===== src/rtl/wb_mem_arbiter.sv =====
// Two-master, one-slave Wishbone B4 pipelined arbiter with round-robin grant,
// cyc-long ownership and a per-transfer ack watchdog.
module wb_mem_arbiter #(
   parameter int unsigned ADDR_W  = 32,
   parameter int unsigned DATA_W  = 32,
   parameter int unsigned TIMEOUT = 255
) (
   input  logic                clk,
   input  logic                rst,
   // M0: instruction fetch
   input  logic                m0_cyc,
   input  logic                m0_stb,
   input  logic                m0_we,
   input  logic [ADDR_W-1:0]   m0_adr,
   input  logic [DATA_W-1:0]   m0_dat_o,
   input  logic [DATA_W/8-1:0] m0_sel,
   output logic                m0_ack,
   output logic                m0_err,
   output logic                m0_stall,
   output logic [DATA_W-1:0]   m0_dat_i,
   // M1: load/store
   input  logic                m1_cyc,
   input  logic                m1_stb,
   input  logic                m1_we,
   input  logic [ADDR_W-1:0]   m1_adr,
   input  logic [DATA_W-1:0]   m1_dat_o,
   input  logic [DATA_W/8-1:0] m1_sel,
   output logic                m1_ack,
   output logic                m1_err,
   output logic                m1_stall,
   output logic [DATA_W-1:0]   m1_dat_i,
   // Slave
   output logic                s_cyc,
   output logic                s_stb,
   output logic                s_we,
   output logic [ADDR_W-1:0]   s_adr,
   output logic [DATA_W-1:0]   s_dat_o,
   output logic [DATA_W/8-1:0] s_sel,
   input  logic                s_ack,
   input  logic                s_err,
   input  logic                s_stall,
   input  logic [DATA_W-1:0]   s_dat_i
);

   // Counter is sized to hold TIMEOUT; a 1-bit dummy when the watchdog is disabled.
   localparam int unsigned    WdtW    = (TIMEOUT > 0) ? $clog2(TIMEOUT + 1) : 1;
   localparam logic [WdtW-1:0] WdtLast = WdtW'(TIMEOUT - 1);

   typedef enum logic [1:0] {
      StIdle  = 2'd0,
      StOwnM0 = 2'd1,
      StOwnM1 = 2'd2
   } state_e;

   state_e          state_q, state_d;
   logic            last_q, last_d;   // 0: M0 owned last, 1: M1 owned last
   logic [WdtW-1:0] wdt_q, wdt_d;
   logic            err_q, err_d;     // watchdog error pulse for the owner

   logic                owned, sel_m1;
   logic                own_cyc, own_stb, own_we;
   logic [ADDR_W-1:0]   own_adr;
   logic [DATA_W-1:0]   own_dat;
   logic [DATA_W/8-1:0] own_sel;
   logic                wdt_fire;

   // Read data is broadcast; only ack qualifies it.
   assign m0_dat_i = s_dat_i;
   assign m1_dat_i = s_dat_i;

   // Select the current owner's request signals.
   always_comb begin
      owned   = (state_q != StIdle);
      sel_m1  = (state_q == StOwnM1);
      own_cyc = sel_m1 ? m1_cyc   : m0_cyc;
      own_stb = sel_m1 ? m1_stb   : m0_stb;
      own_we  = sel_m1 ? m1_we    : m0_we;
      own_adr = sel_m1 ? m1_adr   : m0_adr;
      own_dat = sel_m1 ? m1_dat_o : m0_dat_o;
      own_sel = sel_m1 ? m1_sel   : m0_sel;
   end

   // Watchdog: count strobed cycles without a response; an ack in the last cycle wins.
   always_comb begin
      wdt_fire = 1'b0;
      wdt_d    = '0;
      if (TIMEOUT != 0 && owned && own_stb && !err_q && !s_ack && !s_err) begin
         if (wdt_q == WdtLast) begin
            wdt_fire = 1'b1;
         end
         wdt_d = wdt_q + 1'b1;
      end
      err_d = wdt_fire;
   end

   // Arbitration: round-robin on ties, ownership held until the owner drops cyc.
   always_comb begin
      state_d = state_q;
      last_d  = last_q;
      case (state_q)
         StIdle: begin
            if (m0_cyc && m1_cyc) begin
               state_d = last_q ? StOwnM0 : StOwnM1;
               last_d  = ~last_q;
            end else if (m0_cyc) begin
               state_d = StOwnM0;
               last_d  = 1'b0;
            end else if (m1_cyc) begin
               state_d = StOwnM1;
               last_d  = 1'b1;
            end
         end
         StOwnM0, StOwnM1: begin
            if (!own_cyc) state_d = StIdle;
         end
         default: state_d = StIdle;
      endcase
   end

   // Bus routing: owner gets the slave, everyone else sees stall.
   always_comb begin
      s_cyc    = 1'b0;
      s_stb    = 1'b0;
      s_we     = 1'b0;
      s_adr    = '0;
      s_dat_o  = '0;
      s_sel    = '0;
      m0_ack   = 1'b0;
      m0_err   = 1'b0;
      m0_stall = 1'b1;
      m1_ack   = 1'b0;
      m1_err   = 1'b0;
      m1_stall = 1'b1;
      if (owned) begin
         s_cyc   = own_cyc;
         s_stb   = own_stb & ~err_q;   // watchdog cycle withdraws the strobe
         s_we    = own_we;
         s_adr   = own_adr;
         s_dat_o = own_dat;
         s_sel   = own_sel;
         if (sel_m1) begin
            m1_ack   = s_ack;
            m1_err   = s_err | err_q;
            m1_stall = s_stall;
         end else begin
            m0_ack   = s_ack;
            m0_err   = s_err | err_q;
            m0_stall = s_stall;
         end
      end
   end

   // State, round-robin pointer and watchdog registers.
   always_ff @(posedge clk or posedge rst) begin
      if (rst) begin
         state_q <= StIdle;
         last_q  <= 1'b0;
         wdt_q   <= '0;
         err_q   <= 1'b0;
      end else begin
         state_q <= state_d;
         last_q  <= last_d;
         wdt_q   <= wdt_d;
         err_q   <= err_d;
      end
   end

endmodule


===== config.mk =====
export PLATFORM = sky130hd
export DESIGN_NAME = wb_mem_arbiter
export DESIGN_NICKNAME = d
export VERILOG_FILES = /design/src/rtl/wb_mem_arbiter.sv
export SDC_FILE = /design/constraint.sdc
export NUM_CORES = 1
export LEC_CHECK = 0
export ABC_AREA = 1
export CORE_AREA = 4 4 122 124
export DETAILED_ROUTE_END_ITERATION = 8
export DIE_AREA = 0 0 126 128
export GPL_ROUTABILITY_DRIVEN = 0
export PLACE_DENSITY = 0.56
export SETUP_SLACK_MARGIN = 0.05
export SKIP_LAST_GASP = 1
export SYNTH_ARGS = -nofsm -noshare
export SYNTH_HDL_FRONTEND = slang
export SYNTH_SLANG_ARGS = --single-unit

===== constraint.sdc =====
create_clock -name clk -period 4 [get_ports clk]
set_clock_uncertainty 0.05 [all_clocks]
set_input_delay 0.8 -clock clk [delete_from_list [all_inputs] [get_ports clk]]
set_output_delay 0.8 -clock clk [all_outputs]
set_load 0.01 [all_outputs]

==> metrics, run 1 <==
total gr overflow=0; DRT antenna net count=0; worst hold path class=reg2reg; Die Height=128 um; fillers=1516; Yosys reg bits=12; drt pass-1 iters=4; Slew HR=50.3%; sequential power share=7.0%; placed insts=715; leakage power=1.69 nW; core box area=13800 um^2; Die ar.=16100 um^2; Max VDD drop=0.338 mV; final period utilization=83.5%; max-slew violations=0; Synth Instances=394; CP max FO=73; Max Root-Sink Buffers=2; Power Internal=1.14 mW; CTS root buffer=clkbuf_16; clock slew at reported path FFs=0.04 ns; initial core utilization=15.9%; Cell Area, Synth=2190 um^2; Required @ worst endpoint=3.15 ns; Die Width=126 um; most frequent cells in the layout=223 x clkdlybuf4s50_1, 164 x nand2_1, 70 x a21oi_1; commonest non-fill, non-tap cell in the layout=clkdlybuf4s50_1; H-tree levels=1; final hold vios=0; RSZ-0062 raised after global routing=no; Setup crit end kind=primary output; post-route cell area=4170 um^2; Distinct cells, synth=22; DRC=0; status=finished clean; Mapped Nets=577; CP Class=reg2out; dpl hpwl=8.50 mm; # rows=43; Max Clock Freq=0.300 GHz; fraction of layout cells with a size suffix above 1=2.79%; largest net degree at the start of global routing=74; Critical Path Start Type=flip-flop; Total Wirelength=10.4 mm; area occupied by multi-input gates=1230 um^2; num ports=320; Detailed Route Iter0 Violations=108; Setup Viol. Count Final=0; worst path arrival time=2.49 ns; worst slew pin tran=0.745 ns; Avg Vias per Cell=4.09; register area=300 um^2; number of port buffers=223; # diodes=0; CTS tree=yes; Logic pwr share=84.6%; vias in the first global route=3010; Hold-fix buffers, CTS=0; syn avg cell area=5.56 um^2; nets@finish=723; WL per Instance=14.5 um; Non-Filler Instances=718; Clock power frac=8.4%; Global Route Usage Sum=11.9%; TritonCTS Sinks=12; placed cell area=4090 um^2; post-cts resize count=0; switching portion of total power=45.8%; Post-CTS Setup Inserts=0; Max Cap Viol=0; DR vias=2939; Final min period=3.34 ns; clk_lat worst skew=0.23 ns; setup TNS=0 ns; PwrDens=504 nW/um^2; Tot Pwr=2.10 mW; Yosys warning total=0; global-route wire length before repair=16.0 mm; sequential share of the synthesized area=13.7%; CTS Buf Count=3; Switching Power=0.963 mW; initial antenna violation count=0; Area Growth Syn to Fin=90.2%
==> critical path, cell delays in order (launching register included) <==
cell             delay, ns
dfrtp_1               0.39
inv_1                 0.09
ha_2                  0.19
buf_4                 0.59
nand2_1               0.14
a21oi_1               0.21
clkdlybuf4s50_1       0.60
==> synthesized netlist by cell type <==
master,count,share of area [%]
inv_2,1,0.17
nand3_1,7,1.6
nand4_1,1,0.29
dfrtp_1,12,14
and3_1,1,0.29
nor2_4,1,0.51
nand2_2,1,0.29
clkbuf_1,4,0.68
nand2_1,164,28
ha_1,4,2.3
nor2_1,23,3.9
buf_2,8,1.8
buf_4,73,25
or2_1,1,0.29
xnor2_1,1,0.40
a21oi_1,70,16
nand4_2,1,0.57
o21ai_0,3,0.68
xor2_1,1,0.40
inv_1,14,2.4
or2_2,1,0.29
buf_1,2,0.34
==> final timing paths <==
path / cells past startpoint / endpoint / slack (ns) / start
max in group asynchronous: 2 / wdt_q[6]$_DFF_PP0_ / 2.74 / rst
worst min-delay path: 1 / wdt_q[0]$_DFF_PP0_ / 0.43 / wdt_q[0]$_DFF_PP0_
worst max register to register: 6 / err_q$_DFF_PP0_ / 1.98 / state_q[0]$_DFFE_PP0P_
worst max-delay path: 6 / s_dat_o[24] / 0.66 / state_q[0]$_DFFE_PP0P_
worst min register to register: 1 / wdt_q[0]$_DFF_PP0_ / 0.43 / wdt_q[0]$_DFF_PP0_
min in group asynchronous: 2 / state_q[0]$_DFFE_PP0P_ / 0.83 / rst
==> metrics by stage <==
stage / hold slack, ns / utilization (%) / worst slack, ns
4_1_cts: 0.437 / 30.3 / 0.637
3_3_place_gp: 0.417 / 29.7 / 0.935
2_1_floorplan: 0.404 / - / 1.88
3_5_place_dp: 0.431 / 29.7 / 0.907
5_1_grt: 0.459 / 30.3 / 0.457
6_report: 0.432 / 30.3 / 0.661
==> state kept, by name (all words and copies together) (netlist names) <==
signal,count
err_q,1
last_q,1
state_q,2
wdt_q,8
==> layout make-up <==
class | count | share of cell area, %
clock buffer | 3 | 1.80
inverter | 15 | 1.35
multi-input combinational | 280 | 29.5
sequential | 12 | 7.20
tap | 180 | 5.40
timing repair buffer | 228 | 54.7
==> per-layer routing <==
layer  wire (um)  vias up  track usage (%)
met4         195        0             2.90
met1        4110     1316             14.2
met5           0        -                0
li1            -     1463                -
met3         983       32             3.75
met2        5160      128             20.8
==> power groups by stage <==
stage | Clock (mW) | Sequential (mW) | Combinational [mW]
floorplan | 0 | 0.147 | 0.897
global placement | 0 | 0.149 | 1.78
detailed placement | 0 | 0.149 | 1.79
CTS | 0.181 | 0.147 | 1.81
global route | 0.189 | 0.149 | 1.93
finish | 0.176 | 0.147 | 1.78
==> cells by family (layout without fill, tap and decap cells) <==
family	count (synthesis)	count (layout)	synth area share (%)
buffers and inverters	102	246	30.4
AND/OR/NAND/NOR	201	201	36.1
flip-flops	12	12	13.7
XOR/XNOR	2	2	0.799
adder cells (fa/ha/maj)	4	4	2.28
AO/OA/AOI/OAI	73	73	16.7
Power figures use the tool's default switching activity.
==> run 2: changes to the inputs <==
--- a/config.mk
+++ b/config.mk
@@ -6,11 +6,11 @@
 export NUM_CORES = 1
 export LEC_CHECK = 0
 export ABC_AREA = 1
-export CORE_AREA = 4 4 122 124
+export CORE_AREA = 4 4 121 123
 export DETAILED_ROUTE_END_ITERATION = 8
-export DIE_AREA = 0 0 126 128
+export DIE_AREA = 0 0 125 127
 export GPL_ROUTABILITY_DRIVEN = 0
-export PLACE_DENSITY = 0.56
+export PLACE_DENSITY = 0.59
 export SETUP_SLACK_MARGIN = 0.05
 export SKIP_LAST_GASP = 1
 export SYNTH_ARGS = -nofsm -noshare
==> constraint.sdc (replaced) <==
create_clock -name clk -period 2.8 [get_ports clk]
set_clock_uncertainty 0.05 [all_clocks]
set_input_delay 0.56 -clock clk [delete_from_list [all_inputs] [get_ports clk]]
set_output_delay 0.56 -clock clk [all_outputs]
set_load 0.01 [all_outputs]
==> run 2 against run 1 <==
Against the previous run: first-iteration DRC count grew 81%; worst hold slack hardly changed; sequential power grew 46%; total power grew 54%; global-route usage rose by 0.56 points; final cell count increased by 0.42%; register-to-register slack worse by 0.79 ns; sequential share of layout area decreased by 0.23 points; flip-flop and latch count stayed put; clock power rose by 65%; critical endpoint is now s_dat_o[9]; largest cell class unchanged; highest routed layer unchanged.
==> metrics, run 2 (same netlist as run 1, synthesis figures left out) <==
number of flip-flops in the largest register=8; status=finished clean; Max Cap Viol=0; Reg2Reg Depth=6; Total Wirelength=11.1 mm; total gr overflow=0; worst path arrival time=2.07 ns; Final Util=31.5%; clock slew at reported path FFs=0.04 ns; global-route wire length before repair=16.2 mm; Max VDD drop=0.315 mV; nets@finish=725; setup TNS=0 ns; CTS tree=yes; worst slew pin tran=0.465 ns; CP max stage cell=clkdlybuf4s50_1; # rows=43; DRT antenna net count=0; leakage power=1.81 nW; Max Root-Sink Buffers=2; Hold-fix buffers, CTS=0; Final min period=2.68 ns; hold_ws=0.432 ns; CTS root buffer=clkbuf_16; clk_lat worst skew=0.24 ns; RSZ-0062 raised after global routing=yes; Slew HR=69.0%; number of port buffers=223; Global Route Usage Sum=12.5%; dpl hpwl=8.94 mm; worst hold path class=reg2reg; Detailed Route Iter0 Violations=195; Critical Path Start Type=flip-flop; Setup crit end kind=primary output; CP max FO=19; Max stage delay on crit path=0.58 ns; DRC=0; Die ar.=15900 um^2; top flop regs=wdt_q: 8 flops, state_q: 2 flops; drt pass-1 iters=4; num ports=320; initial core utilization=16.0%; # diodes=0; Die Height=127 um; vias in the first global route=3007; CP Class=reg2out; sequence of cells on the critical path=inv_2, ha_4, inv_6, buf_12, nand2_1, a21oi_1, clkdlybuf4s50_1; final hold vios=0; DR vias=2982; Required @ worst endpoint=2.19 ns; largest net degree at the start of global routing=41; CTS Buf Count=3; initial antenna violation count=0; Max Clock Freq=0.374 GHz; PwrDens=750 nW/um^2; commonest non-fill, non-tap cell in the layout=clkdlybuf4s50_1; most frequent cells in the layout=216 x clkdlybuf4s50_1, 164 x nand2_1, 70 x a21oi_1; TritonCTS Sinks=12; H-tree levels=1; Tot Pwr=3.23 mW; WL per Instance=15.5 um; max-slew violations=0; final period utilization=95.6%; core box area=13700 um^2; fraction of layout cells with a size suffix above 1=3.51%; Setup Viol. Count Final=0; Die Width=125 um; Largest Register=wdt_q; hold depth=1; Avg Vias per Cell=4.14; Area Growth Syn to Fin=96.6%
## run 2: cell types whose count changed in the layout (fill, tap and decap cells not counted), moves of 2 or more
cell,change
clkdlybuf4s50_1,-7
buf_12,+5
buf_4,-4
dlymetal6s2s_1,+4
dlygate4sd2_1,+3
ha_2,-2
ha_4,+2
## run 2: where the power goes
part	internal [mW]	switching, mW	total (mW)
Sequential	0.195	0.0185	0.214
Combinational	1.37	1.35	2.73
Clock	0.215	0.0743	0.290
## run 2: area by class of cell
type                            count  area, um^2
Fill cell                        1492        9360
Timing Repair Buffer              230        2380
Multi-Input combinational cell    280        1250
Sequential cell                    12         300
Tap cell                          180         225
Clock buffer                        4        88.8
Inverter                           15        61.3
## run 2: per-layer routing
| layer | part of all wire, % | GRT usage [%] | vias up | wire [um] |
|---|---|---|---|---|
| met1 | 40 | 14.7 | 1308 | 4470 |
| met2 | 48 | 21.4 | 186 | 5370 |
| li1 | - | - | 1467 | - |
| met3 | 9.9 | 4.97 | 21 | 1100 |
| met4 | 1.9 | 2.87 | 0 | 216 |
| met5 | 0 | 0 | - | 0 |
## run 2: path summary, 6_finish.rpt
kind	to	slack, ns	startpoint
max reg2reg	wdt_q[6]$_DFF_PP0_	1.19	state_q[0]$_DFFE_PP0P_
min	wdt_q[0]$_DFF_PP0_	0.43	wdt_q[0]$_DFF_PP0_
max in group asynchronous	state_q[1]$_DFFE_PP0P_	1.80	rst
min reg2reg	wdt_q[0]$_DFF_PP0_	0.43	wdt_q[0]$_DFF_PP0_
max	s_dat_o[9]	0.12	state_q[0]$_DFFE_PP0P_
min in group asynchronous	wdt_q[1]$_DFF_PP0_	0.58	rst
## run 2: stage by stage
stage / instance area, um^2 / setup WS (ns) / instances
finish: 4310 / 0.123 / 721
global route: 4310 / 0.0407 / 721
CTS: 4250 / 0.0284 / 720
detailed placement: 4160 / 0.235 / 716
global placement: 4160 / 0.257 / 716
floorplan: 2190 / 0.924 / 394
## run 2: repair_timing
| action | in CTS | in global routing |
|---|---|---|
| gates cloned | 0 | 1 |
| gates resized for setup | 4 | 8 |
| setup buffers | 0 | 0 |
| setup endpoints to repair | 41 | 57 |
## run 2: critical path: cells and delay by family (launching register included)
kind                     cells  cell delay (ns)
buffers and inverters        4             0.96
flip-flops                   1             0.39
adder cells (fa/ha/maj)      1             0.20
AO/OA/AOI/OAI                1             0.20
AND/OR/NAND/NOR              1             0.06
==> run 3: changes to the inputs <==
--- a/config.mk
+++ b/config.mk
@@ -6,11 +6,11 @@
 export NUM_CORES = 1
 export LEC_CHECK = 0
 export ABC_AREA = 1
-export CORE_AREA = 4 4 121 123
+export CORE_AREA = 2 2 123 125
 export DETAILED_ROUTE_END_ITERATION = 8
 export DIE_AREA = 0 0 125 127
 export GPL_ROUTABILITY_DRIVEN = 0
-export PLACE_DENSITY = 0.59
+export PLACE_DENSITY = 0.56
 export SETUP_SLACK_MARGIN = 0.05
 export SKIP_LAST_GASP = 1
 export SYNTH_ARGS = -nofsm -noshare
==> run 3 against run 2 <==
Against the previous run: first-iteration DRC count down 31%; global-route usage shrank 0.44 points; final cell count increased by 0.83%; die area did not move; critical path type unchanged; critical endpoint is now s_dat_o[18]; highest routed layer unchanged.
==> metrics, run 3 (same netlist as run 1, synthesis figures left out) <==
status=finished clean; max-slew violations=0; post-route cell area=4380 um^2; TritonCTS Sinks=12; Max Root-Sink Buffers=2; register area=300 um^2; Die Height=127 um; H-tree levels=1; DRT antenna net count=0; fraction of layout cells with a size suffix above 1=3.87%; initial core utilization=15.2%; Largest Register=wdt_q; # rows=44; Setup WS pre-CTS=0.210 ns; PwrDens=751 nW/um^2; CP max stage cell=clkdlybuf4s50_1; sequence of cells on the critical path=inv_2, ha_4, buf_8, nand2_1, a21oi_1, clkdlybuf4s50_1; DRC=0; # diodes=0; placed cell area=4140 um^2; HP Start=wdt_q[0]$_DFF_PP0_; clk_lat worst skew=0.24 ns; post-route worst setup slack=0.114 ns; Max stage delay on crit path=0.60 ns; Detailed Route Iter0 Violations=134; final hold vios=0; Non-Filler Instances=727; Critical path buffers and inverters=3; hold_ws=0.435 ns; CTS Buf Count=3; area occupied by multi-input gates=1250 um^2; CP top delay family=buffers and inverters; RR Endpoint=err_q$_DFF_PP0_; Final Util=30.4%; Total Wirelength=11.1 mm; Critical Path Start Type=flip-flop; WL per Instance=15.3 um; hold depth=1; Required @ worst endpoint=2.19 ns; final period utilization=95.9%; CP Class=reg2out; Global Route Usage Sum=12.0%; commonest non-fill, non-tap cell in the layout=clkdlybuf4s50_1; Avg Vias per Cell=4.07; Crit Reg-Reg Startpoint=state_q[0]$_DFFE_PP0P_; drt pass-1 iters=4; setup TNS=0 ns; RSZ-0062 raised after global routing=yes; critical path depth=6; number of flip-flops in the largest register=8; Max Clock Freq=0.372 GHz; Area Growth Syn to Fin=99.9%; Tot Pwr=3.29 mW; nets@finish=727; dpl hpwl=8.32 mm; FF-to-FF setup slack=1.18 ns; Post-CTS Setup Inserts=0; Die Width=125 um; initial antenna violation count=0; global-route wire length before repair=15.7 mm; fillers=1563; total gr overflow=0; num ports=320; number of port buffers=223; CTS root buffer=clkbuf_16; Final min period=2.69 ns; CTS tree=yes; CP max FO=32; placed insts=720; most frequent cells in the layout=209 x clkdlybuf4s50_1, 164 x nand2_1, 70 x a21oi_1; Setup crit end kind=primary output; core box area=14400 um^2; clock slew at reported path FFs=0.05 ns; Setup Viol. Count Final=0; DR vias=2956; top flop regs=wdt_q: 8 flops, state_q: 2 flops; CP startpoint=state_q[0]$_DFFE_PP0P_; vias in the first global route=2822; Max VDD drop=0.328 mV; Die ar.=15900 um^2; Max Cap Viol=0; worst hold path class=reg2reg; WHS Endpoint=wdt_q[0]$_DFF_PP0_; leakage power=1.95 nW; worst path arrival time=2.08 ns; largest net degree at the start of global routing=42; Reg2Reg Depth=6; Slew HR=68.1%; worst slew pin tran=0.477 ns
[run 3: where the power goes]
group / switching, mW / internal, mW
logic: 1.36 / 1.42
clock network: 0.0811 / 0.216
registers: 0.0210 / 0.195
[run 3: worst max path at each step]
stage                             end
final                     s_dat_o[18]
after global routing      s_dat_o[18]
after floorplan              s_adr[0]
after global placement          s_stb
after CTS                 s_dat_o[27]
after detailed placement        s_stb
[run 3: timing repair]
| action | in CTS | in global routing |
|---|---|---|
| endpoints found under the setup margin | 50 | 72 |
| gates cloned | 0 | 3 |
| resized for setup | 7 | 18 |
| pin swaps | 0 | 1 |
| hold buffers | 0 | 0 |
[run 3: layout make-up]
cell class	instances	share of cell area [%]
clock buffer	4	2.03
inverter	15	1.46
multi-input combinational	280	28.5
sequential	12	6.85
tap	184	5.25
timing repair buffer	232	55.9
[run 3: worst register-to-register path, cell delays in order (launching register included)]
cell and delay [ns]:
dfrtp_1 0.39, inv_2 0.08, ha_4 0.21, buf_12 0.17, or2_2 0.31, nand4_2 0.19
nor2_1 0.09
[run 3: per-layer routing]
metal | part of all wire, % | global-route usage, % | vias up
li1 | - | - | 1470
met1 | 41 | 14.5 | 1275
met2 | 49 | 20.9 | 198
met3 | 9.6 | 4.65 | 13
met4 | 0.71 | 1.70 | 0
met5 | 0 | 0 | -
